**config.mk**
```make
export PLATFORM = sky130hd
export DESIGN_NAME = alu_mc
export DESIGN_NICKNAME = d
export VERILOG_FILES = /design/src/rtl/alu_mc.sv
export SDC_FILE = /design/constraint.sdc
export NUM_CORES = 1
export LEC_CHECK = 0
export BUFFER_PORTS_ARGS = -buffer_cell sky130_fd_sc_hd__buf_2
export CORE_MARGIN = 2
export CORE_UTILIZATION = 40
export CTS_CLUSTER_DIAMETER = 100
export DETAILED_ROUTE_END_ITERATION = 10
export PLACE_DENSITY = 0.64
export SLEW_MARGIN = 20
export SYNTH_ARGS = -nofsm -noshare
export SYNTH_HDL_FRONTEND = slang
export SYNTH_SLANG_ARGS = --single-unit
```
**constraint.sdc**
```tcl
create_clock -name clock -period 4.8 [get_ports clock]
set_input_delay 0.72 -clock clock [delete_from_list [all_inputs] [get_ports clock]]
set_output_delay 0.72 -clock clock [all_outputs]
set_load 0.02 [all_outputs]
```
**src/rtl/alu_mc.sv**
```systemverilog
// Multi-cycle ALU: single-cycle logic/arith ops plus iterative unsigned
// multiply (shift-add) and divide/remainder (restoring), one bit per cycle.
module alu_mc #(
    parameter  int WIDTH = 16,
    localparam int SHW   = $clog2(WIDTH)
) (
    input  logic             clock,
    input  logic             reset,
    input  logic             in_valid,
    output logic             in_ready,
    input  logic [3:0]       opcode,
    input  logic [WIDTH-1:0] X,
    input  logic [WIDTH-1:0] Y,
    input  logic [WIDTH-1:0] read_data,
    output logic [WIDTH-1:0] Z,
    output logic             done,
    output logic             zero,
    output logic             div_by_zero
);

    localparam logic [3:0] OP_MUL  = 4'b1000;
    localparam logic [3:0] OP_DIVU = 4'b1001;
    localparam logic [3:0] OP_REMU = 4'b1010;

    typedef enum logic [1:0] {
        S_IDLE,
        S_MUL,
        S_DIV,
        S_DONE
    } state_t;

    state_t             r_state;
    state_t             w_stateNext;

    logic [3:0]         r_op;
    logic [WIDTH-1:0]   r_x;
    logic [WIDTH-1:0]   r_y;
    logic [SHW-1:0]     r_step;
    logic [2*WIDTH-1:0] r_acc;
    logic [WIDTH-1:0]   r_rem;
    logic [WIDTH-1:0]   r_quo;

    logic [WIDTH-1:0]   r_z;
    logic               r_done;
    logic               r_zero;
    logic               r_dbz;

    logic               w_accept;
    logic               w_isMulti;
    logic [WIDTH-1:0]   w_single;
    logic [WIDTH:0]     w_mulSum;
    logic [2*WIDTH-1:0] w_mulNext;
    logic [WIDTH:0]     w_remShift;
    logic [WIDTH:0]     w_remDiff;
    logic               w_remGeq;
    logic [WIDTH-1:0]   w_multiResult;
    logic               w_lastStep;

    assign in_ready    = (r_state == S_IDLE);
    assign w_accept    = in_valid && in_ready;
    assign w_lastStep  = (r_step == SHW'(WIDTH - 1));

    assign Z           = r_z;
    assign done        = r_done;
    assign zero        = r_zero;
    assign div_by_zero = r_dbz;

    always_comb begin
        w_single  = '0;
        w_isMulti = 1'b0;
        case (opcode)
            4'b0000: w_single = X + Y;
            4'b0001: w_single = X - Y;
            4'b0010: w_single = X & Y;
            4'b0011: w_single = X | Y;
            4'b0100: w_single = X ^ Y;
            4'b0101: w_single = X >> Y[SHW-1:0];
            4'b0110: w_single = X << Y[SHW-1:0];
            4'b0111: w_single = {{(WIDTH-1){1'b0}}, (X >= Y)};
            4'b1100: w_single = read_data;
            4'b1101: w_single = Y;
            OP_MUL, OP_DIVU, OP_REMU: w_isMulti = 1'b1;
            default: w_single = '0;
        endcase
    end

    // Shift-add: upper half accumulates, multiplier drains out of the low half.
    assign w_mulSum  = {1'b0, r_acc[2*WIDTH-1:WIDTH]} + {1'b0, (r_acc[0] ? r_x : {WIDTH{1'b0}})};
    assign w_mulNext = {w_mulSum, r_acc[WIDTH-1:1]};

    // Partial remainder is WIDTH+1 bits; the top bit of the difference is the borrow.
    assign w_remShift = {r_rem, r_quo[WIDTH-1]};
    assign w_remDiff  = w_remShift - {1'b0, r_y};
    assign w_remGeq   = ~w_remDiff[WIDTH];

    always_comb begin
        case (r_op)
            OP_MUL:  w_multiResult = r_acc[WIDTH-1:0];
            OP_DIVU: w_multiResult = r_quo;
            default: w_multiResult = r_rem;
        endcase
    end

    always_comb begin
        w_stateNext = r_state;
        case (r_state)
            S_IDLE: begin
                if (w_accept && opcode == OP_MUL) begin
                    w_stateNext = S_MUL;
                end else if (w_accept && (opcode == OP_DIVU || opcode == OP_REMU)) begin
                    w_stateNext = S_DIV;
                end
            end
            S_MUL:   if (w_lastStep) w_stateNext = S_DONE;
            S_DIV:   if (w_lastStep) w_stateNext = S_DONE;
            S_DONE:  w_stateNext = S_IDLE;
            default: w_stateNext = S_IDLE;
        endcase
    end

    always_ff @(posedge clock or posedge reset) begin
        if (reset) begin
            r_state <= S_IDLE;
        end else begin
            r_state <= w_stateNext;
        end
    end

    always_ff @(posedge clock or posedge reset) begin
        if (reset) begin
            r_op   <= '0;
            r_x    <= '0;
            r_y    <= '0;
            r_step <= '0;
            r_acc  <= '0;
            r_rem  <= '0;
            r_quo  <= '0;
            r_z    <= '0;
            r_done <= 1'b0;
            r_zero <= 1'b1;
            r_dbz  <= 1'b0;
        end else begin
            r_done <= 1'b0;
            case (r_state)
                S_IDLE: begin
                    if (w_accept) begin
                        r_op   <= opcode;
                        r_x    <= X;
                        r_y    <= Y;
                        r_step <= '0;
                        r_acc  <= {{WIDTH{1'b0}}, Y};
                        r_rem  <= '0;
                        r_quo  <= X;
                        if (!w_isMulti) begin
                            r_z    <= w_single;
                            r_zero <= (w_single == '0);
                            r_dbz  <= 1'b0;
                            r_done <= 1'b1;
                        end
                    end
                end
                S_MUL: begin
                    r_acc  <= w_mulNext;
                    r_step <= r_step + SHW'(1);
                end
                S_DIV: begin
                    r_rem  <= w_remGeq ? w_remDiff[WIDTH-1:0] : w_remShift[WIDTH-1:0];
                    r_quo  <= {r_quo[WIDTH-2:0], w_remGeq};
                    r_step <= r_step + SHW'(1);
                end
                S_DONE: begin
                    r_z    <= w_multiResult;
                    r_zero <= (w_multiResult == '0);
                    r_dbz  <= (r_op != OP_MUL) && (r_y == '0);
                    r_done <= 1'b1;
                end
                default: ;
            endcase
        end
    end

endmodule
```
==> run summary, run 1 <==
Pwr dens: 511 nW/um^2
Worst hold slack: 0.465 ns
Post-Synth Simple-Gate Area: 16.7%
Leak Pwr: 5.83 nW
Yosys top cell area share: 26.3%
Largest family of logic cells by synthesized area: compound AO/OA/AOI/OAI gates
Clock-pin slew on the worst setup and hold paths: 0.06 ns
Starting Density: 40.9%
Post-synth EDFFs: 0
Crit-path max FO: 16
Required @ worst endpoint: 5.16 ns
DRT Pass-1 Iters: 6
Mapped Area: 11800 um^2
Post-Syn Area per Cell: 8.51 um^2
Vias per inst: 6.29
Floorplan core area: 28900 um^2
Port Buffers: 74
Worst path max stage delay: 0.80 ns
Root Buffer: clkbuf_16
Die width: 176 um
Achievable Freq: 0.271 GHz
Crit path from: Y[0]
Die area: 30900 um^2
Vias in the first global route: 10800
TritonCTS Sinks: 125
Placed Area: 12400 um^2
Remaining DRCs: 0
DP HPWL: 33600 um
FILL cells: 2856
Area growth from synthesis to layout: 10.3%
Initial DRC count: 1408
Post-synthesis mux area share: 14.3%
Initial antenna violation count: 1
Setup_tns: 0 ns
Final setup viols: 0
Worst setup SP type: input port
Clock Latency Late Sink: 0.44 ns
FP Rows: 62
Final Util: 45.1%
Total GRT Usage: 29.0%
Post-Synth Adder-Cell Area: 10.1%
Top FF cell, synth: dfrtp_1
H-tree Lvls: 4
Critical path type: input port to register
CTS tree: yes
Placer Congestion: 1.02
Syn nets: 1535
Worst setup skew after layout: 0.0146 ns
Final ANT Viol Nets: 0
Cell count after synthesis: 1387
Sequential fraction of the synthesis area: 26.5%
Slew @ Worst Pin: 1.20 ns
Yosys warns: 0
Post-synthesis compound-gate area fraction: 23.7%
Hold crit path type: input port to async pin
Total Wirelength: 44700 um
Drt wl/cell: 24.7 um
Flops & latches, synth: 125
Crit-path slowest cell: nor4_1
Unrepaired setup endpoints after global routing: false
Slew Limit Headroom: 19.9%
Library cells used by synthesis: 93
Max VDD drop: 0.283 mV
FFs w/ async S/R, synth: 100%
Final period util: 76.9%
Num ports: 75
Clock Tree Buf Depth: 2
Status: complete, no violations
Largest net degree at the start of global routing: 100
Xor/xnor share of the synthesized area: 1.85%
Final hold violations: 0
Global route overflow: 0
Fin. max-slew vios: 0
Leading area contributor after synthesis: dfrtp_1
Crit path DAT: 4.05 ns
CTS Buf Count: 17
Cell Chain, Critical Path: buf_2, ha_1, inv_1, fa_1, mux2i_1, nor3_1, a21oi_1, o32ai_1, nor4_1, nand4_1, nor4_2, nand3_1, o21ai_1
Post-route cell area: 13000 um^2
Cts repair resizes: 0
NumNets Final: 1565
Vias after detailed routing: 11400
Crit path time final: 3.69 ns
Max_cap viols: 0
RR Startpoint: r_acc[0]$_DFFE_PP0P_
Fraction of layout cells with a size suffix above 1: 14.4%
Crit path capture type: register
Post-CTS setup buffers: 0
First-pass GRT wire length: 67700 um
Top post-synthesis cells by area: dfrtp_1 (26%), ha_1 (9.4%), mux2i_1 (8.7%)
Hold Buf Count CTS: 0
Die height: 176 um
==> cells by family (layout without fill, tap and decap cells) <==
group,after synthesis,count (layout)
fa+ha+maj,93,93
xor+xnor,25,25
mux,146,146
compound gates,421,421
flops,125,125
buf+inv,174,215
other cells,0,1
simple gates,403,403
==> power by group <==
group | internal (W) | leakage (nW) | switching (W) | total (W)
Sequential | 0.00149 | 1.59 | 0.000396 | 0.00189
Clock | 0.000814 | 0.278 | 0.000529 | 0.00134
Combinational | 0.00131 | 3.97 | 0.00211 | 0.00342
==> per-layer routing <==
layer,routed length (um),GRT usage (%),up-vias
met4,1910,12.3,0
met2,19600,44.4,600
met1,19200,40.1,5544
li1,-,-,5150
met3,3950,5.48,110
met5,0,0,-
==> per-stage QoR <==
stage	total power [W]	std cells	setup slack, ns
3_5_place_dp	0.00525	1782	0.797
4_1_cts	0.00661	1812	1.18
6_report	0.00665	1813	1.11
5_1_grt	0.00708	1812	0.925
3_3_place_gp	0.00520	1782	0.706
2_1_floorplan	0.00425	1387	0.754
==> cells in the mapped netlist, drive strengths merged, types with 16 or more instances <==
cell type and count:
inv 82, clkbuf 52, mux2i 103, mux2 29, xnor2 22, dfrtp 124
nand3 25, ha 89, nor3 24, a21oi 72, a22o 16, nand2 157
and2 22, buf 38, nor2 87, o21ai 151
==> cell type report <==
cell class	instances	area (um^2)	share of cell area, %
clock inverters	13	169	1.30
flip-flops and latches	125	3130	24.0
inverters	84	320	2.46
clock buffers	17	425	3.27
repair buffers	101	573	4.40
diodes	1	2.50	0.0192
well taps	384	480	3.69
multi-input cells	1088	7920	60.8
==> final timing paths <==
path / depth (start not counted) / slack (ns) / endpoint
setup / recovery: 13 / 1.11 / zero$_DFFE_PP1P_
hold / removal: 2 / 0.46 / r_rem[15]$_DFFE_PP0P_
setup reg to reg: 12 / 1.16 / r_acc[29]$_DFFE_PP0P_
hold reg to reg: 2 / 0.48 / r_x[0]$_DFFE_PP0P_
max in group asynchronous: 3 / 3.34 / zero$_DFFE_PP1P_
min in group clock: 2 / 0.48 / r_x[0]$_DFFE_PP0P_
==> layout by cell type (no fill, tap or decap), types with 24 or more instances in the layout <==
cell type  Yosys  layout
nand2_1      156     155
ha_1          89      89
buf_2         15      74
a21oi_1       71      71
nor2_1        85      85
mux2i_1      103     102
o21ai_0      147     147
nand3_1       25      25
inv_1         81      80
dfrtp_1      124     124
nor3_1        24      24
buf_4          7      27
mux2_2        27      27
==> flip-flops by register name (all words and copies together) (netlist names), 2 cells and up <==
signal	cells
r_rem	16
r_y	16
r_op	4
r_quo	16
Z	16
r_x	16
r_acc	32
r_state	2
r_step	4
==> worst max-delay path, delay by kind of cell <==
family	cells	cell delay, ns
simple gates	5	1.56
fa+ha+maj	2	0.70
compound gates	3	0.52
buf+inv	2	0.41
mux	1	0.14
Power figures use the tool's default switching activity.
==> inputs of run 2 (changes only) <==
ABC_AREA = 1   (was unset)
PLACE_DENSITY = 0.67   (was 0.64)
clock period = 3 ns   (was 4.8 ns; I/O delays follow)
==> run summary, run 2 <==
Vias after detailed routing: 13100 (was 11400)
Hold crit path type: input port to async pin (unchanged)
Final Util: 47.1% (was 45.1%)
RR Startpoint: r_quo[15]$_DFFE_PP0P_ (was r_acc[0]$_DFFE_PP0P_)
Total GRT Usage: 31.8% (was 29.0%)
Crit path DAT: 2.96 ns (was 4.05 ns)
Post-synthesis mux area share: 0% (was 14.3%)
Largest family of logic cells by synthesized area: simple AND/OR/NAND/NOR gates (was compound AO/OA/AOI/OAI gates)
Most common cell in the netlist: nand2_1 (unchanged)
Busiest layer in global routing: met2 (unchanged)
Final ANT Viol Nets: 0 (unchanged)
Crit path time final: 2.68 ns
Crit-path max FO: 30 (was 16)
Global route overflow: 0 (unchanged)
DRT Pass-1 Iters: 6 (unchanged)
CTS Buf Count: 17 (unchanged)
Remaining DRCs: 0 (unchanged)
Port Buffers: 74 (unchanged)
Pwr dens: 872 nW/um^2 (was 511 nW/um^2)
Worst setup skew after layout: 0.0140 ns (was 0.0146 ns)
Area growth from synthesis to layout: 16.2% (was 10.3%)
Cell count after synthesis: 1827 (was 1387)
Total Wirelength: 48000 um (was 44700 um)
Yosys top cell area share: 26.8% (was 26.3%)
Post-Syn Area per Cell: 6.35 um^2 (was 8.51 um^2)
NumNets Final: 2089 (was 1565)
CTS tree: yes (unchanged)
Clock-pin slew on the worst setup and hold paths: 0.06 ns (about the same)
Global-route met1 utilization: 42.8% (was 40.1%)
Crit path capture type: register (unchanged)
Clock Tree Buf Depth: 2 (unchanged)
Post-Synth Simple-Gate Area: 34.1% (was 16.7%)
Yosys warns: 0 (unchanged)
Met2 Track Usage GR: 49.8% (was 44.4%)
R2R depth: 12 (unchanged)
Initial antenna violation count: 1 (unchanged)
Syn nets: 1975 (was 1535)
Sequential fraction of the synthesis area: 27.0% (was 26.5%)
Xor/xnor share of the synthesized area: 1.13% (was 1.85%)
Floorplan core area: 28600 um^2 (was 28900 um^2)
Register Area: 3130 um^2 (unchanged)
Post-synth EDFFs: 0 (unchanged)
Internal power: 0.00613 W (was 0.00361 W)
Die height: 174 um (was 176 um)
Cell count after placement: 2306 (was 1782)
Fraction of layout cells with a size suffix above 1: 11.9% (was 14.4%)
H-tree Lvls: 4 (unchanged)
Synth top cells by count: nand2_1 (579), inv_1 (219), nand3_1 (174), o21ai_0 (140), nor2_1 (137) (was nand2_1 (156), o21ai_0 (147), dfrtp_1 (124), mux2i_1 (103), ha_1 (89))
Starting Density: 40.5% (was 40.9%)
Clock Latency Late Sink: 0.43 ns (was 0.44 ns)
Final period util: 89.4%
Library cells used by synthesis: 46 (was 93)
Worst hold slack: 0.168 ns (was 0.465 ns)
Slew Limit Headroom: 22.1% (was 19.9%)
Max VDD drop: 0.500 mV (was 0.283 mV)
FP Rows: 62 (unchanged)
Final setup viols: 0 (unchanged)
FILL cells: 2980 (was 2856)
Clk network pwr share: 19.8% (was 20.2%)
Sw Ratio: 47.9% (was 45.6%)
Required @ worst endpoint: 3.28 ns (was 5.16 ns)
Num ports: 75 (unchanged)
Post-route cell area: 13500 um^2 (was 13000 um^2)
Combinational share of power: 54.7% (was 51.4%)
Flops & latches, synth: 125 (unchanged)
DP HPWL: 37900 um (was 33600 um)
Worst setup SP type: register (was input port)
Net load switching power: 0.00563 W (was 0.00303 W)
Placer Congestion: 1.03 (was 1.02)
Vias per inst: 5.61 (was 6.29)
Initial DRC count: 1382 (was 1408)
Max_cap viols: 0 (unchanged)
Unrepaired setup endpoints after global routing: false (unchanged)
Fin. max-slew vios: 0 (unchanged)
Largest net degree at the start of global routing: 126 (was 100)
FFs w/ async S/R, synth: 100% (unchanged)
Commonest non-fill, non-tap cell in the layout: nand2_1 (unchanged)
Area of the multi-input gates: 7270 um^2 (was 7920 um^2)
Root Buffer: clkbuf_16 (unchanged)
Fin cells: 2338 (was 1813)
Vias in the first global route: 12500 (was 10800)
Post-CTS setup buffers: 0 (unchanged)
Drt wl/cell: 20.5 um (was 24.7 um)
Top FF cell, synth: dfrtp_1 (unchanged)
Largest Register: r_acc (unchanged)
Largest register FFs: 32 (unchanged)
Post-synthesis compound-gate area fraction: 17.0% (was 23.7%)
TritonCTS Sinks: 125 (unchanged)
Seq pwr share: 25.5% (was 28.4%)
Leak Pwr: 7.14 nW (was 5.83 nW)
Grt met3 use: 4.72% (was 5.48%)
First-pass GRT wire length: 73400 um (was 67700 um)
Mapped Area: 11600 um^2 (was 11800 um^2)
Post-Synth Adder-Cell Area: 10.3% (was 10.1%)
Final hold violations: 0 (unchanged)
FF-to-FF setup slack: 0.32 ns (was 1.16 ns)
Die area: 30400 um^2 (was 30900 um^2)
Setup_tns: 0 ns (unchanged)
Reg2reg end: r_rem[10]$_DFFE_PP0P_ (was r_acc[29]$_DFFE_PP0P_)
Most frequent cells in the layout: nand2_1 (578), inv_1 (218), nand3_1 (174) (was nand2_1 (155), o21ai_0 (147), dfrtp_1 (124))
Achievable Freq: 0.373 GHz
# diodes: 0 (was 1)
Critical path type: register to register (was input port to register)
Status: complete, no violations (unchanged)
Die width: 174 um (was 176 um)
Placed Area: 12800 um^2 (was 12400 um^2)
Slew @ Worst Pin: 1.16 ns (was 1.20 ns)
Leading area contributor after synthesis: dfrtp_1 (unchanged)
Top post-synthesis cells by area: dfrtp_1 (27%), nand2_1 (19%), ha_1 (9.6%) (was dfrtp_1 (26%), ha_1 (9.4%), mux2i_1 (8.7%))
[run 2: cell types whose count changed after synthesis, sizes merged, moves of 14 or more]
cell and change:
nand2 +426, nand3 +149, inv +146, mux2i -103, nor2 +59, o211ai +43
mux2 -29, clkbuf -25, a21oi +23, and2 -17, mux4 -14, xnor2 -14
[run 2: area by class of cell]
| class | instances | share of cell area [%] |
|---|---|---|
| inverters | 230 | 6.43 |
| repair buffers | 165 | 8.00 |
| clock inverters | 11 | 1.39 |
| well taps | 384 | 3.56 |
| multi-input cells | 1402 | 53.9 |
| clock buffers | 21 | 3.49 |
| flip-flops and latches | 125 | 23.2 |
[run 2: worst max path at each step]
stage	start	to	slack, ns	cells after the start
after floorplan	Y[2]	zero$_DFFE_PP1P_	0.46	15
after global placement	X[2]	zero$_DFFE_PP1P_	-0.02	17
after detailed placement	X[2]	zero$_DFFE_PP1P_	0.05	17
after CTS	r_quo[15]$_DFFE_PP0P_	r_rem[10]$_DFFE_PP0P_	0.14	12
after global routing	r_quo[15]$_DFFE_PP0P_	r_rem[10]$_DFFE_PP0P_	0.09	12
final	r_quo[15]$_DFFE_PP0P_	r_rem[10]$_DFFE_PP0P_	0.32	12
[run 2: kinds of logic (layout without fill, tap and decap cells)]
logic type	count (synthesis)	count (layout)
buffers and inverters	300	427
and+or+nand+nor	954	954
xor gates and xnor gates	15	15
AOI/OAI and AO/OA	340	340
adders and majority gates	93	93
DFF	125	125
[run 2: worst max-delay path, cell delays in order, from the launching register on]
cell and delay [ns]:
dfrtp_1 0.35, inv_1 0.08, ha_1 0.21, fa_1 0.44, o21ai_2 0.23, a21oi_2 0.12
o21ai_2 0.14, nand3_1 0.10, nand3_1 0.13, nand2_4 0.20, buf_4 0.22, o211ai_1 0.18
o21ai_0 0.13
[run 2: power groups by stage]
| stage | sequential, W | clock [W] | combinational, W |
|---|---|---|---|
| 2_1_floorplan | 0.00294 | 0 | 0.00437 |
| 6_report | 0.00300 | 0.00233 | 0.00643 |
| 3_5_place_dp | 0.00300 | 0 | 0.00626 |
| 5_1_grt | 0.00308 | 0.00241 | 0.00720 |
| 4_1_cts | 0.00298 | 0.00234 | 0.00633 |
| 3_3_place_gp | 0.00298 | 0 | 0.00618 |
[run 2: what timing repair did]
item | CTS | global route
hold buffers | 0 | 0
endpoints found under the setup margin | 0 | 4
resized for setup | 0 | 1
[run 2: through the flow]
| stage | setup slack (ns) | power [W] |
|---|---|---|
| final | 0.319 | 0.0118 |
| after global routing | 0.0869 | 0.0127 |
| after CTS | 0.143 | 0.0117 |
| after detailed placement | 0.0478 | 0.00926 |
| after global placement | -0.0162 | 0.00916 |
| after floorplan | 0.456 | 0.00730 |
[run 2: routing by layer]
metal	part of all wire [%]	vias up	wire length [um]
met5	0	-	0
met4	5.1	0	2460
met3	8.8	121	4210
met2	44	665	21200
met1	42	6129	20200
li1	-	6197	-
==> inputs of run 3 (changes only) <==
MAX_ROUTING_LAYER = met4   (was unset)
clock period = 2.35 ns   (was 3 ns; I/O delays follow)
==> run summary, run 3 (synthesis gave the netlist of run 2 again) <==
Status: finished with violations (was complete, no violations)
Failing checks: setup timing
Setup_tns: -0.135 ns (was 0 ns)
Worst path max stage delay: 0.42 ns (was 0.44 ns)
Pwr dens: 1080 nW/um^2 (was 872 nW/um^2)
Remaining DRCs: 0 (unchanged)
Crit path time final: 2.40 ns (was 2.68 ns)
Final hold violations: 0 (unchanged)
Internal power: 0.00875 W (was 0.00613 W)
Largest net degree at the start of global routing: 80 (was 126)
Area growth from synthesis to layout: 31.7% (was 16.2%)
HP Start: opcode[2]
Root Buffer: clkbuf_16 (unchanged)
Fin. max-slew vios: 0 (unchanged)
DRT Pass-1 Iters: 5 (was 6)
Critical path type: register to register (unchanged)
Placed Area: 14200 um^2 (was 12800 um^2)
Worst path bufs/invs: 2 (unchanged)
Slew @ Worst Pin: 0.827 ns (was 1.16 ns)
Pre-CTS setup slack: -0.545 ns (was 0.0478 ns)
Global route overflow: 0 (unchanged)
Required @ worst endpoint: 2.66 ns (was 3.28 ns)
Final setup viols: 7 (was 0)
Drt wl/cell: 19.9 um (was 20.5 um)
R2R depth: 12 (unchanged)
Kind of cell adding the most delay to the critical path: compound AO/OA/AOI/OAI gates (unchanged)
Sw Ratio: 46.9% (was 47.9%)
Most frequent cells in the layout: nand2_1 (563), buf_4 (259), inv_1 (213) (was nand2_1 (578), inv_1 (218), nand3_1 (174))
Final ANT Viol Nets: 0 (unchanged)
Clk network pwr share: 16.4% (was 19.8%)
Unrepaired setup endpoints after global routing: true (was false)
Total Wirelength: 50400 um (was 48000 um)
Die height: 174 um (unchanged)
First-pass GRT wire length: 74900 um (was 73400 um)
Post-route cell area: 15300 um^2 (was 13500 um^2)
Final period util: 102% (was 89.4%)
FP Rows: 62 (unchanged)
Fraction of layout cells with a size suffix above 1: 22.4% (was 11.9%)
Clock-pin slew on the worst setup and hold paths: 0.06 ns (about the same)
Crit path capture type: register (unchanged)
CTS tree: yes (unchanged)
Vias after detailed routing: 13600 (was 13100)
TritonCTS Sinks: 125 (unchanged)
Reg2reg end: r_rem[2]$_DFFE_PP0P_ (was r_rem[10]$_DFFE_PP0P_)
Clock Latency Late Sink: 0.43 ns (about the same)
Largest register FFs: 32 (unchanged)
Clock Tree Buf Depth: 2 (unchanged)
Die width: 174 um (unchanged)
Total GRT Usage: 33.8% (was 31.8%)
Slew Limit Headroom: 44.7% (was 22.1%)
Max_cap viols: 0 (unchanged)
Starting Density: 40.5% (unchanged)
Final Util: 53.3% (was 47.1%)
Crit-path slowest cell: dfrtp_1 (was fa_1)
FF-to-FF setup slack: -0.05 ns (was 0.32 ns)
Hold Path End: r_op[2]$_DFFE_PP0P_
Setup ws final: -0.0456 ns (was 0.319 ns)
H-tree Lvls: 4 (unchanged)
Initial DRC count: 1443 (was 1382)
Crit path DAT: 2.70 ns (was 2.96 ns)
Leak Pwr: 8.09 nW (was 7.14 nW)
NumNets Final: 2277 (was 2089)
Hold path depth: 3
Port Buffers: 74 (unchanged)
Seq pwr share: 23.2% (was 25.5%)
Placer Congestion: 1.05 (was 1.03)
Cell Chain, Critical Path: ha_4, fa_2, o21ai_4, a21oi_2, o21ai_2, nand3_2, nand3_4, nand2_8, buf_12, buf_8, o211ai_1, o21ai_1 (was inv_1, ha_1, fa_1, o21ai_2, a21oi_2, o21ai_2, nand3_1, nand3_1, nand2_4, buf_4, o211ai_1, o21ai_0)
Achievable Freq: 0.417 GHz (was 0.373 GHz)
Largest Register: r_acc (unchanged)
Vias in the first global route: 12800 (was 12500)
RR Startpoint: r_y[0]$_DFFE_PP0P_ (was r_quo[15]$_DFFE_PP0P_)
CTS Buf Count: 17 (unchanged)
Combinational share of power: 60.4% (was 54.7%)
Commonest non-fill, non-tap cell in the layout: nand2_1 (unchanged)
DP HPWL: 40700 um (was 37900 um)
Worst setup skew after layout: 0.00699 ns (was 0.0140 ns)
Max VDD drop: 0.636 mV (was 0.500 mV)
Worst setup SP type: register (unchanged)
FILL cells: 2873 (was 2980)
Net load switching power: 0.00774 W (was 0.00563 W)
Floorplan core area: 28600 um^2 (unchanged)
Die area: 30400 um^2 (unchanged)
Vias per inst: 5.38 (was 5.61)
Hold crit path type: input port to register (was input port to async pin)
Initial antenna violation count: 0 (was 1)
Num ports: 75 (unchanged)
Crit-path max FO: 5 (was 30)
run 3: worst max path at each step:
stage	depth (start not counted)	slack (ns)	from	endpoint
finish	12	-0.05	r_y[0]$_DFFE_PP0P_	r_rem[2]$_DFFE_PP0P_
global route	13	-0.15	r_quo[15]$_DFFE_PP0P_	r_rem[2]$_DFFE_PP0P_
CTS	14	-0.08	r_y[0]$_DFFE_PP0P_	r_rem[4]$_DFFE_PP0P_
detailed placement	13	-0.55	X[0]	zero$_DFFE_PP1P_
global placement	13	-0.50	X[0]	zero$_DFFE_PP1P_
floorplan	15	0.01	Y[2]	zero$_DFFE_PP1P_
run 3: routing by layer:
metal / up-vias / share of wire (%) / global-route usage [%]
met4: 0 / 5.2 / 15.4
met1: 6383 / 42 / 42.4
met3: 109 / 6.6 / 4.11
li1: 6568 / - / -
met2: 548 / 46 / 54.6
met5: - / 0 / -
run 3: power groups by stage:
stage	sequential (W)	combinational, W	clock [W]
after CTS	0.00380	0.00954	0.00273
after detailed placement	0.00382	0.00881	0
final	0.00383	0.00995	0.00271
after floorplan	0.00375	0.00558	0
after global routing	0.00392	0.0110	0.00282
after global placement	0.00380	0.00868	0
run 3: area by class of cell:
type	count	area [um^2]	share of cell area, %
Multi-Input combinational cell	1403	7540	49.4
Sequential cell	125	3130	20.5
Timing Repair Buffer	352	2640	17.3
Inverter	230	873	5.72
Tap cell	384	480	3.15
Clock buffer	22	464	3.04
Clock inverter	10	139	0.910
Antenna cell	2	5.00	0.0328
run 3: timing repair:
item	CTS	global route
endpoints found under the hold margin	4	0
gates resized for setup	41	59
gates cloned	2	0
pin swaps	14	22
setup buffers	8	8
hold buffers	1	0
endpoints found under the setup margin	38	36
run 3: stage by stage:
| step | total power (W) | hold slack [ns] | std cells |
|---|---|---|---|
| CTS | 0.0161 | 0.241 | 2520 |
| global route | 0.0177 | 0.256 | 2526 |
| detailed placement | 0.0126 | 0.281 | 2478 |
| global placement | 0.0125 | 0.281 | 2478 |
| floorplan | 0.00933 | 0.453 | 1827 |
| finish | 0.0165 | 0.249 | 2528 |
run 3: worst register-to-register path, cell delays in order (launching register included):
cell	delay, ns
dfrtp_1	0.42
ha_4	0.18
fa_2	0.37
o21ai_4	0.16
a21oi_2	0.10
o21ai_2	0.16
nand3_2	0.13
nand3_4	0.15
nand2_8	0.08
buf_12	0.14
buf_8	0.13
o211ai_1	0.18
o21ai_1	0.08
